$ cat src/rtl/controlador_entrada_saida.sv
// I/O controller for the single-cycle core: debounced button handshake for IN,
// latched output channels for OUT, and HALT parking, all gating HabilitaCPU.
module controlador_entrada_saida #(
  parameter int LARGURA_DADO    = 32,
  parameter int LARGURA_SW      = 14,
  parameter int NUM_CANAIS      = 4,
  parameter int CICLOS_DEBOUNCE = 16,
  localparam int LARGURA_CANAL  = (NUM_CANAIS > 1) ? $clog2(NUM_CANAIS) : 1
) (
  input  logic                               Clock,
  input  logic                               Reset,
  input  logic [LARGURA_SW-1:0]              Sw,
  input  logic                               Botao,
  input  logic                               In,
  input  logic                               Out,
  input  logic                               Halt,
  input  logic [LARGURA_CANAL-1:0]           Canal,
  input  logic [LARGURA_DADO-1:0]            DadoSaida,
  output logic [LARGURA_DADO-1:0]            DadoEntrada,
  output logic                               HabilitaCPU,
  output logic [NUM_CANAIS*LARGURA_DADO-1:0] SaidaCanais,
  output logic [NUM_CANAIS-1:0]              CanalAtualizado,
  output logic                               Esperando,
  output logic                               Parado
);

  localparam int LARGURA_CONT = $clog2(CICLOS_DEBOUNCE + 1);
  localparam logic [LARGURA_CONT-1:0] LIMITE_CONT = LARGURA_CONT'(CICLOS_DEBOUNCE - 1);
  localparam logic [LARGURA_CONT-1:0] UM_CONT     = LARGURA_CONT'(1);

  typedef enum logic [1:0] {
    EXEC   = 2'd0,
    ESPERA = 2'd1,
    LIBERA = 2'd2,
    PARADO = 2'd3
  } estado_t;

  logic [1:0]              sync_r;
  logic                    btDb_r;
  logic [LARGURA_CONT-1:0] contDb_r;
  logic                    eventoPress_r;

  estado_t                 estado_r;
  estado_t                 proxEstado_s;
  logic                    habilita_s;
  logic                    escrita_s;
  logic                    canalValido_s;

  logic [LARGURA_DADO-1:0] dadoEntrada_r;
  logic                    esperando_r;
  logic                    parado_r;
  logic [LARGURA_DADO-1:0] canais_r [NUM_CANAIS];
  logic [NUM_CANAIS-1:0]   atualizado_r;

  // Synchroniser, debounce counter and press-event pulse
  always_ff @(posedge Clock) begin
    if (Reset) begin
      sync_r        <= 2'b00;
      btDb_r        <= 1'b0;
      contDb_r      <= '0;
      eventoPress_r <= 1'b0;
    end else begin
      sync_r        <= {sync_r[0], ~Botao};
      eventoPress_r <= 1'b0;
      if (sync_r[1] != btDb_r) begin
        // Flip on the N-th consecutive disagreeing cycle; the reset to zero keeps it from wrapping
        if (contDb_r >= LIMITE_CONT) begin
          btDb_r        <= sync_r[1];
          contDb_r      <= '0;
          eventoPress_r <= sync_r[1];
        end else begin
          contDb_r <= contDb_r + UM_CONT;
        end
      end else begin
        contDb_r <= '0;
      end
    end
  end

  // Handshake state register
  always_ff @(posedge Clock) begin
    if (Reset) begin
      estado_r <= EXEC;
    end else begin
      estado_r <= proxEstado_s;
    end
  end

  // Next-state and core enable decode
  always_comb begin
    proxEstado_s = estado_r;
    habilita_s   = 1'b0;
    case (estado_r)
      EXEC: begin
        habilita_s = ~In & ~Halt;
        if (Halt) begin
          proxEstado_s = PARADO;
        end else if (In) begin
          proxEstado_s = ESPERA;
        end else begin
          proxEstado_s = EXEC;
        end
      end
      ESPERA: begin
        if (eventoPress_r) begin
          proxEstado_s = LIBERA;
        end else begin
          proxEstado_s = ESPERA;
        end
      end
      LIBERA: begin
        habilita_s   = 1'b1;
        proxEstado_s = EXEC;
      end
      PARADO: begin
        proxEstado_s = PARADO;
      end
      default: begin
        proxEstado_s = EXEC;
      end
    endcase
  end

  assign canalValido_s = (int'(Canal) < NUM_CANAIS);
  assign escrita_s     = habilita_s & Out & ~Halt & canalValido_s;

  // Captured switches and registered state flags
  always_ff @(posedge Clock) begin
    if (Reset) begin
      dadoEntrada_r <= '0;
      esperando_r   <= 1'b0;
      parado_r      <= 1'b0;
    end else begin
      if ((estado_r == ESPERA) && eventoPress_r) begin
        dadoEntrada_r <= LARGURA_DADO'(Sw);
      end
      esperando_r <= (proxEstado_s == ESPERA);
      parado_r    <= (proxEstado_s == PARADO);
    end
  end

  // Output channel latches and per-channel update pulses
  always_ff @(posedge Clock) begin
    if (Reset) begin
      for (int k = 0; k < NUM_CANAIS; k++) begin
        canais_r[k] <= '0;
      end
      atualizado_r <= '0;
    end else begin
      atualizado_r <= '0;
      for (int k = 0; k < NUM_CANAIS; k++) begin
        if (escrita_s && (int'(Canal) == k)) begin
          canais_r[k]     <= DadoSaida;
          atualizado_r[k] <= 1'b1;
        end
      end
    end
  end

  for (genvar g = 0; g < NUM_CANAIS; g++) begin : gCanais
    assign SaidaCanais[g*LARGURA_DADO +: LARGURA_DADO] = canais_r[g];
  end

  assign DadoEntrada     = dadoEntrada_r;
  assign HabilitaCPU     = habilita_s;
  assign CanalAtualizado = atualizado_r;
  assign Esperando       = esperando_r;
  assign Parado          = parado_r;

endmodule

$ cat config.mk
export PLATFORM = sky130hd
export DESIGN_NAME = controlador_entrada_saida
export DESIGN_NICKNAME = d
export VERILOG_FILES = /design/src/rtl/controlador_entrada_saida.sv
export SDC_FILE = /design/constraint.sdc
export NUM_CORES = 1
export LEC_CHECK = 0
export ABC_AREA = 1
export CORE_MARGIN = 5
export CORE_UTILIZATION = 35
export DETAILED_ROUTE_END_ITERATION = 8
export PLACE_DENSITY = 0.66
export SYNTH_ARGS = -nofsm -noshare
export SYNTH_HDL_FRONTEND = slang
export SYNTH_SLANG_ARGS = --single-unit
$ cat constraint.sdc
create_clock -name Clock -period 4 [get_ports Clock]
set_clock_uncertainty 0.05 [all_clocks]
set_input_delay 0.8 -clock Clock [delete_from_list [all_inputs] [get_ports Clock]]
set_output_delay 0.8 -clock Clock [all_outputs]
set_load 0.03 [all_outputs]
==> results of run 1 <==
-- worst min path at each step --
stage                     depth (start not counted)  startpoint         to  slack, ps
final                                             2   sync_r[0]  sync_r[1]        360
after global routing                              2   sync_r[0]  sync_r[1]        380
after CTS                                         2   sync_r[0]  sync_r[1]        360
after detailed placement                          2   sync_r[0]  sync_r[1]        350
after global placement                            2   sync_r[0]  sync_r[1]        350
after floorplan                                   2   sync_r[0]  sync_r[1]        340
-- sequential cells by signal (all words and copies together) (netlist names) --
register / flops
eventoPress_r: 1
sync_r: 2
Esperando: 1
estado_r: 2
btDb_r: 1
contDb_r: 5
CanalAtualizado: 4
canais_r: 128
DadoEntrada: 14
Parado: 1
-- area by class of cell --
cell class	instances	share of cell area
clock inverter	14	0.0154
sequential	159	0.515
timing repair buffer	207	0.237
inverter	50	0.0216
tap	220	0.0317
clock buffer	18	0.0506
multi-input combinational	246	0.128
-- power by group --
part | internal (mW) | leakage [nW] | total, mW | switching [mW]
registers | 1.84 | 1.57 | 1.87 | 0.0239
logic | 0.153 | 1.57 | 0.406 | 0.253
clock network | 0.884 | 0.277 | 1.54 | 0.660
total | 2.88 | 3.42 | 3.82 | 0.937
-- worst min-delay path, stage by stage, from the launching register on --
cell and delay [ps]:
sky130_fd_sc_hd__dfxtp_1 300, sky130_fd_sc_hd__inv_1 40, sky130_fd_sc_hd__nor2_1 30
-- metrics by stage --
stage | instance area [um^2] | power, mW
floorplan | 6060 | 2.13
global placement | 8100 | 2.31
detailed placement | 8100 | 2.31
CTS | 8670 | 3.85
global route | 8670 | 3.95
finish | 8670 | 3.82
-- cell usage after synthesis (all sizes together) --
| cell type | number |
|---|---|
| a21oi | 15 |
| and2 | 1 |
| buf | 34 |
| clkbuf | 1 |
| conb | 1 |
| dfxtp | 31 |
| edfxtp | 128 |
| ha | 2 |
| inv | 50 |
| nand2 | 47 |
| nand3 | 7 |
| nand3b | 1 |
| nand4 | 6 |
| nor2 | 147 |
| xnor2 | 1 |
| xor2 | 1 |
-- logic make-up (layout without fill, tap and decap cells) --
kind of cell             Yosys count  after routing
AO/OA/AOI/OAI                     15             15
flip-flops                       159            159
adder cells (fa/ha/maj)            2              2
buffers and inverters             85            289
other                              1             18
XOR/XNOR                           2              2
AND/OR/NAND/NOR                  209            209
-- routing by layer --
| layer | up-vias | GRT usage | share of wire |
|---|---|---|---|
| met2 | 179 | 0.262 | 0.51 |
| met4 | 0 | 0.0275 | 0.0083 |
| li1 | 1926 | - | - |
| met3 | 11 | 0.0593 | 0.088 |
| met5 | - | 0 | 0 |
| met1 | 1880 | 0.172 | 0.39 |
==> impl_results.html, run 1 <==
<table>
<tr><th>Metric</th><th>Value</th></tr>
<tr><th colspan="2">Status</th></tr>
<tr><td>Run status</td><td>finished, final reports clean</td></tr>
<tr><th colspan="2">CTS</th></tr>
<tr><td>Insertion delay of the later-clocked pin in the worst-skew pair</td><td>420 ps</td></tr>
<tr><td>Number of buffers on the longest clock path</td><td>2</td></tr>
<tr><td>CTS tree</td><td>done</td></tr>
<tr><td># clock sinks</td><td>159</td></tr>
<tr><td>Hold buffers post-CTS</td><td>0</td></tr>
<tr><td>Count of cells resized by post-cts repair</td><td>0</td></tr>
<tr><td>Number of CTS-inserted buffers</td><td>17</td></tr>
<tr><td>Cell chosen for the clock root</td><td>sky130_fd_sc_hd__clkbuf_16</td></tr>
<tr><td>Level count of the clock H-tree</td><td>4</td></tr>
<tr><td>Clock-pin transition on the worst setup and hold timing paths</td><td>60 ps</td></tr>
<tr><td>Number of setup buffers added after CTS</td><td>0</td></tr>
<tr><th colspan="2">Synth</th></tr>
<tr><td>Share of the synthesized area in the top cell type</td><td>0.641</td></tr>
<tr><td>Synth Area in Compound Gates</td><td>0.0125</td></tr>
<tr><td>Multiplexer area fraction after synthesis</td><td>0</td></tr>
<tr><td>Post-Synth Simple-Gate Area</td><td>0.153</td></tr>
<tr><td>Xor/xnor cell area share of the yosys netlist</td><td>0.00292</td></tr>
<tr><td>Syn Area/Cell</td><td>12.7 um^2</td></tr>
<tr><td>Portion of the post-synthesis area used by sequential elements</td><td>0.744</td></tr>
<tr><td>Largest area contributor in the synthesized netlist</td><td>sky130_fd_sc_hd__edfxtp_1</td></tr>
<tr><td>Arithmetic-cell share of the synthesized area counting full adders, half adders and majority gates</td><td>0.00417</td></tr>
<tr><td>Synth area leaders</td><td>sky130_fd_sc_hd__edfxtp_1, sky130_fd_sc_hd__dfxtp_1, sky130_fd_sc_hd__nor2_1</td></tr>
<tr><td>Yosys synthesis warning count</td><td>0</td></tr>
<tr><td>Count of unique library cells instantiated by Yosys</td><td>25</td></tr>
<tr><td>Largest family of logic cells by synthesized area</td><td>simple AND/OR/NAND/NOR gates</td></tr>
<tr><td>Cells after synthesis</td><td>473</td></tr>
<tr><td>Cell area after technology mapping</td><td>0.00600 mm^2</td></tr>
<tr><td>Synth Register Bits</td><td>159</td></tr>
<tr><th colspan="2">Global routing</th></tr>
<tr><td>Number of global-route vias before repair</td><td>4063</td></tr>
<tr><td>Overflow after GRT</td><td>0</td></tr>
<tr><td>Initial antenna violation count</td><td>0</td></tr>
<tr><td>Combined global-route utilization of all metal layers</td><td>0.148</td></tr>
<tr><td>First-pass GRT wire length</td><td>22500 um</td></tr>
<tr><td>Largest net degree at the start of global routing</td><td>34</td></tr>
<tr><th colspan="2">Finish</th></tr>
<tr><td>Non-filler instance count after layout</td><td>914</td></tr>
<tr><td>Area of combinational cells with multiple inputs</td><td>0.00111 mm^2</td></tr>
<tr><td>Layout Utilization</td><td>0.519</td></tr>
<tr><td>Area of all sequential standard cells</td><td>0.00446 mm^2</td></tr>
<tr><td>Antenna cells</td><td>0</td></tr>
<tr><td>Layout Nets</td><td>737</td></tr>
<tr><td>Number of filler instances in the final layout</td><td>1425</td></tr>
<tr><td>Highest-count cells in the layout ignoring fill and taps</td><td>sky130_fd_sc_hd__clkdlybuf4s50_1, sky130_fd_sc_hd__nor2_1, sky130_fd_sc_hd__edfxtp_1</td></tr>
<tr><td>Most common library cell in the layout ignoring fill and taps</td><td>sky130_fd_sc_hd__clkdlybuf4s50_1</td></tr>
<tr><td>Fraction of layout cells with a size suffix above 1</td><td>0.0793</td></tr>
<tr><td>Synth-to-Final Area Change</td><td>44.5%</td></tr>
<tr><th colspan="2">Drt</th></tr>
<tr><td>Post-DRT Antenna Nets</td><td>0</td></tr>
<tr><td>Overall via count from detail_route</td><td>3996</td></tr>
<tr><td>First-pass DRT Iterations</td><td>4</td></tr>
<tr><td>Total wire length after detailed routing</td><td>14900 um</td></tr>
<tr><td>WL/cell</td><td>16.3 um</td></tr>
<tr><td>Remaining design rule violation count</td><td>0</td></tr>
<tr><td>Via density per instance</td><td>4.37</td></tr>
<tr><td>Initial DRC count</td><td>236</td></tr>
<tr><th colspan="2">Worst setup path</th></tr>
<tr><td>Slowest cell on the critical path</td><td>sky130_fd_sc_hd__clkdlybuf4s50_1</td></tr>
<tr><td>Worst endpoint data arrival time</td><td>2360 ps</td></tr>
<tr><td>Crit path capture</td><td>HabilitaCPU</td></tr>
<tr><td>FF-to-FF setup slack</td><td>2110 ps</td></tr>
<tr><td>Path depth of the worst reg2reg path</td><td>6</td></tr>
<tr><td>Worst path depth</td><td>5</td></tr>
<tr><td>Most frequent cell on the critical path</td><td>sky130_fd_sc_hd__clkdlybuf4s50_1</td></tr>
<tr><td>Reg-to-Reg End</td><td>canais_r[1][31]</td></tr>
<tr><td>Crit path cell chain</td><td>clkdlybuf4s50_1 &gt; nor2_1 &gt; nand2_2 &gt; nand2_8 &gt; clkdlybuf4s50_1</td></tr>
<tr><td>Delay-heaviest family, CP</td><td>buffers and inverters</td></tr>
<tr><td>Critical path startpoint category</td><td>input port</td></tr>
<tr><td>Launching point of the worst reg2reg path</td><td>estado_r[0]</td></tr>
<tr><td>Critical path origin</td><td>Halt</td></tr>
<tr><td>CP Data Required Time</td><td>3150 ps</td></tr>
<tr><td>Element type at the critical path end</td><td>output pin</td></tr>
<tr><td>Biggest fanout along the worst timing path</td><td>10</td></tr>
<tr><td>Crit path kind</td><td>input port to output pin</td></tr>
<tr><td>Critical path buffer and inverter count</td><td>2</td></tr>
<tr><td>Crit path largest cell delay</td><td>690 ps</td></tr>
<tr><th colspan="2">Floorplan</th></tr>
<tr><td>Placeable core region</td><td>0.0167 mm^2</td></tr>
<tr><td>Die area</td><td>0.0199 mm^2</td></tr>
<tr><td>Die W</td><td>141 um</td></tr>
<tr><td>Ports</td><td>221</td></tr>
<tr><td>Starting utilization of the core area</td><td>0.359</td></tr>
<tr><td>Die boundary height</td><td>141 um</td></tr>
<tr><td>FP Rows</td><td>47</td></tr>
<tr><th colspan="2">STA</th></tr>
<tr><td>Final setup violating endpoints</td><td>0</td></tr>
<tr><td>Endpoints failing hold</td><td>0</td></tr>
<tr><td>Maximum clock frequency</td><td>0.311 GHz</td></tr>
<tr><td>Period utilization</td><td>0.803</td></tr>
<tr><td>Fin Setup TNS</td><td>0 ps</td></tr>
<tr><td>Transition time of the tightest slew-check pin</td><td>604 ps</td></tr>
<tr><td>Setup repair after global routing missed its margin</td><td>no</td></tr>
<tr><td>Max-slew headroom at the worst pin</td><td>0.597</td></tr>
<tr><td>Worst hold slack across all endpoints</td><td>358 ps</td></tr>
<tr><td>Least setup slack across all paths after layout</td><td>787 ps</td></tr>
<tr><td>Pins over their slew limit</td><td>0</td></tr>
<tr><td>Final min period</td><td>3210 ps</td></tr>
<tr><th colspan="2">Place</th></tr>
<tr><td># placed instances</td><td>882</td></tr>
<tr><td>Worst slack at placement</td><td>783 ps</td></tr>
<tr><td>Placer's final routability congestion estimate</td><td>0.750</td></tr>
<tr><td>Post-DP HPWL</td><td>10700 um</td></tr>
<tr><td>Count of buffers from port buffering</td><td>202</td></tr>
<tr><th colspan="2">Power</th></tr>
<tr><td>Max VDD drop</td><td>0.270 mV</td></tr>
<tr><td>Power per cell area</td><td>440 mW/mm^2</td></tr>
<tr><td>Leakage</td><td>3.42 nW</td></tr>
<tr><th colspan="2">Min path</th></tr>
<tr><td>Min-Delay Path Class</td><td>flop to flop</td></tr>
<tr><th colspan="2">Flow run</th></tr>
<tr><td>Number of max-cap violations</td><td>0</td></tr>
</table>
No activity file was read; power rests on OpenSTA's default activity.
==> run 2, diff against run 1 <==
==> constraint.sdc (replaced) <==
create_clock -name Clock -period 3 [get_ports Clock]
set_clock_uncertainty 0.05 [all_clocks]
set_input_delay 0.6 -clock Clock [delete_from_list [all_inputs] [get_ports Clock]]
set_output_delay 0.6 -clock Clock [all_outputs]
set_load 0.03 [all_outputs]
==> impl_results.html, run 2 (synthesis results as in run 1) <==
<table>
<tr><th>Metric</th><th>Value</th></tr>
<tr><th colspan="2">Status</th></tr>
<tr><td>Run status</td><td>finished, final reports clean</td></tr>
<tr><th colspan="2">Place</th></tr>
<tr><td>Post-DP HPWL</td><td>10700 um (+0.38%)</td></tr>
<tr><td>Placer's final routability congestion estimate</td><td>0.780 (+4.0%)</td></tr>
<tr><td>Count of buffers from port buffering</td><td>202 (unchanged)</td></tr>
<tr><th colspan="2">Drt</th></tr>
<tr><td>Overall via count from detail_route</td><td>4045 (+1.2%)</td></tr>
<tr><td>Via density per instance</td><td>4.41 (+0.90%)</td></tr>
<tr><td>Post-DRT Antenna Nets</td><td>0 (unchanged)</td></tr>
<tr><td>Initial DRC count</td><td>225 (-4.7%)</td></tr>
<tr><td>First-pass DRT Iterations</td><td>4 (unchanged)</td></tr>
<tr><td>Remaining design rule violation count</td><td>0 (unchanged)</td></tr>
<tr><td>Total wire length after detailed routing</td><td>15100 um (+1.8%)</td></tr>
<tr><td>WL/cell</td><td>16.5 um (+1.5%)</td></tr>
<tr><th colspan="2">Finish</th></tr>
<tr><td>Most flop-heavy register</td><td>canais_r</td></tr>
<tr><td>Antenna cells</td><td>0 (unchanged)</td></tr>
<tr><td>Highest-count cells in the layout ignoring fill and taps</td><td>sky130_fd_sc_hd__clkdlybuf4s50_1, sky130_fd_sc_hd__nor2_1, sky130_fd_sc_hd__edfxtp_1</td></tr>
<tr><td>Largest register FFs</td><td>128 (unchanged)</td></tr>
<tr><td>Area of all sequential standard cells</td><td>0.00446 mm^2 (unchanged)</td></tr>
<tr><td>Fraction of layout cells with a size suffix above 1</td><td>0.0832 (+0.00396)</td></tr>
<tr><td>Layout Nets</td><td>740 (+0.41%)</td></tr>
<tr><td>Area of combinational cells with multiple inputs</td><td>0.00111 mm^2 (unchanged)</td></tr>
<tr><td>Layout Utilization</td><td>0.524 (+0.00419)</td></tr>
<tr><td>Synth-to-Final Area Change</td><td>45.7%</td></tr>
<tr><td>Most common library cell in the layout ignoring fill and taps</td><td>sky130_fd_sc_hd__clkdlybuf4s50_1</td></tr>
<tr><td>Number of filler instances in the final layout</td><td>1446 (+1.5%)</td></tr>
<tr><th colspan="2">STA</th></tr>
<tr><td>Transition time of the tightest slew-check pin</td><td>642 ps (+38.1 ps)</td></tr>
<tr><td>Endpoints failing hold</td><td>0 (unchanged)</td></tr>
<tr><td>Maximum clock frequency</td><td>0.363 GHz</td></tr>
<tr><td>Final setup violating endpoints</td><td>0 (unchanged)</td></tr>
<tr><td>Setup repair after global routing missed its margin</td><td>no</td></tr>
<tr><td>Final min period</td><td>2750 ps</td></tr>
<tr><td>Max-slew headroom at the worst pin</td><td>0.571 (-0.0255)</td></tr>
<tr><td>Period utilization</td><td>0.918</td></tr>
<tr><td>Pins over their slew limit</td><td>0 (unchanged)</td></tr>
<tr><td>Fin Setup TNS</td><td>0 ps (unchanged)</td></tr>
<tr><th colspan="2">Worst setup path</th></tr>
<tr><td>Most frequent cell on the critical path</td><td>sky130_fd_sc_hd__clkdlybuf4s50_1</td></tr>
<tr><td>Launching point of the worst reg2reg path</td><td>estado_r[0]</td></tr>
<tr><td>Biggest fanout along the worst timing path</td><td>3 (-7)</td></tr>
<tr><td>Critical path buffer and inverter count</td><td>2 (unchanged)</td></tr>
<tr><td>Worst endpoint data arrival time</td><td>2100 ps (-260 ps)</td></tr>
<tr><td>Critical path startpoint category</td><td>input port</td></tr>
<tr><td>Slowest cell on the critical path</td><td>sky130_fd_sc_hd__clkdlybuf4s50_1</td></tr>
<tr><td>Crit path largest cell delay</td><td>670 ps (-20 ps)</td></tr>
<tr><td>Delay-heaviest family, CP</td><td>buffers and inverters</td></tr>
<tr><td>Element type at the critical path end</td><td>output pin</td></tr>
<tr><td>CP Data Required Time</td><td>2350 ps (-800 ps)</td></tr>
<tr><td>Critical path origin</td><td>Halt</td></tr>
<tr><td>Crit path kind</td><td>input port to output pin</td></tr>
<tr><td>Crit path cell chain</td><td>clkdlybuf4s50_1 &gt; nor2_1 &gt; nand2_2 &gt; nand2_8 &gt; clkdlybuf4s50_1</td></tr>
<tr><th colspan="2">Power</th></tr>
<tr><td>Max VDD drop</td><td>0.357 mV (+32%)</td></tr>
<tr><td>Total power of the final layout</td><td>5.19 mW (+36%)</td></tr>
<tr><td>Power per cell area</td><td>593 mW/mm^2 (+35%)</td></tr>
<tr><td>Leakage</td><td>3.46 nW (+1.1%)</td></tr>
<tr><th colspan="2">CTS</th></tr>
<tr><td>Count of cells resized by post-cts repair</td><td>0 (unchanged)</td></tr>
<tr><td>Insertion delay of the later-clocked pin in the worst-skew pair</td><td>420 ps (about the same)</td></tr>
<tr><td>Number of CTS-inserted buffers</td><td>17 (unchanged)</td></tr>
<tr><td>Level count of the clock H-tree</td><td>4 (unchanged)</td></tr>
<tr><td># clock sinks</td><td>159 (unchanged)</td></tr>
<tr><td>CTS tree</td><td>done</td></tr>
<tr><td>Cell chosen for the clock root</td><td>sky130_fd_sc_hd__clkbuf_16</td></tr>
<tr><td>Number of buffers on the longest clock path</td><td>2 (unchanged)</td></tr>
<tr><td>Hold buffers post-CTS</td><td>0 (unchanged)</td></tr>
<tr><td>Number of setup buffers added after CTS</td><td>0 (unchanged)</td></tr>
<tr><td>Clock-pin transition on the worst setup and hold timing paths</td><td>60 ps (about the same)</td></tr>
<tr><th colspan="2">Floorplan</th></tr>
<tr><td>Starting utilization of the core area</td><td>0.359 (unchanged)</td></tr>
<tr><td>FP Rows</td><td>47 (unchanged)</td></tr>
<tr><td>Die W</td><td>141 um (unchanged)</td></tr>
<tr><td>Die area</td><td>0.0199 mm^2 (unchanged)</td></tr>
<tr><td>Ports</td><td>221 (unchanged)</td></tr>
<tr><td>Die boundary height</td><td>141 um (unchanged)</td></tr>
<tr><td>Placeable core region</td><td>0.0167 mm^2 (unchanged)</td></tr>
<tr><th colspan="2">Global routing</th></tr>
<tr><td>Overflow after GRT</td><td>0 (unchanged)</td></tr>
<tr><td>Initial antenna violation count</td><td>0 (unchanged)</td></tr>
<tr><td>Combined global-route utilization of all metal layers</td><td>0.151 (+0.00267)</td></tr>
<tr><td>Number of global-route vias before repair</td><td>4127 (+1.6%)</td></tr>
<tr><td>First-pass GRT wire length</td><td>22900 um (+1.8%)</td></tr>
<tr><td>Largest net degree at the start of global routing</td><td>34 (unchanged)</td></tr>
<tr><th colspan="2">Flow run</th></tr>
<tr><td>Number of max-cap violations</td><td>0 (unchanged)</td></tr>
<tr><th colspan="2">Min path</th></tr>
<tr><td>Hold wc startpoint</td><td>sync_r[0]</td></tr>
<tr><td>Min-Delay Path Class</td><td>flop to flop</td></tr>
</table>
==> run 2: final timing paths <==
check | to | slack, ps | depth (start not counted)
max reg2reg | canais_r[2][10] | 1060 | 6
min reg2reg | sync_r[1] | 360 | 2
max | HabilitaCPU | 250 | 5
min | sync_r[1] | 360 | 2
==> run 2: final cells by class <==
type / instances / area share
clock buffers: 18 / 0.0502
clock inverters: 14 / 0.0179
inverters: 50 / 0.0215
multi-input cells: 246 / 0.127
flip-flops and latches: 159 / 0.511
well taps: 220 / 0.0315
repair buffers: 210 / 0.241
==> run 2: report_power, final <==
| part | switching (mW) | internal (mW) |
|---|---|---|
| Sequential | 0.0304 | 2.45 |
| Clock | 0.884 | 1.26 |
| Combinational | 0.342 | 0.212 |
| Total | 1.26 | 3.93 |
==> run 2: worst min-delay path: stages, from the launching register on <==
cell	delay, ps
sky130_fd_sc_hd__dfxtp_1	300
sky130_fd_sc_hd__inv_1	40
sky130_fd_sc_hd__nor2_1	30
==> run 2: layer usage <==
metal / GRT usage / vias up / routed length, um
met5: 0 / - / 0
met4: 0.0418 / 0 / 173
met3: 0.0481 / 19 / 1240
met2: 0.261 / 183 / 7650
met1: 0.182 / 1914 / 6080
li1: - / 1929 / -
==> run 2: through the flow <==
step           cell area [um^2]  instances  hold slack, ps  setup WS (ps)
4_1_cts                    8740        917             363            248
3_5_place_dp               8150        885             354            247
5_1_grt                    8740        917             400            214
2_1_floorplan              6060        490             338            809
6_report                   8740        917             355            247
3_3_place_gp               8150        885             352            231
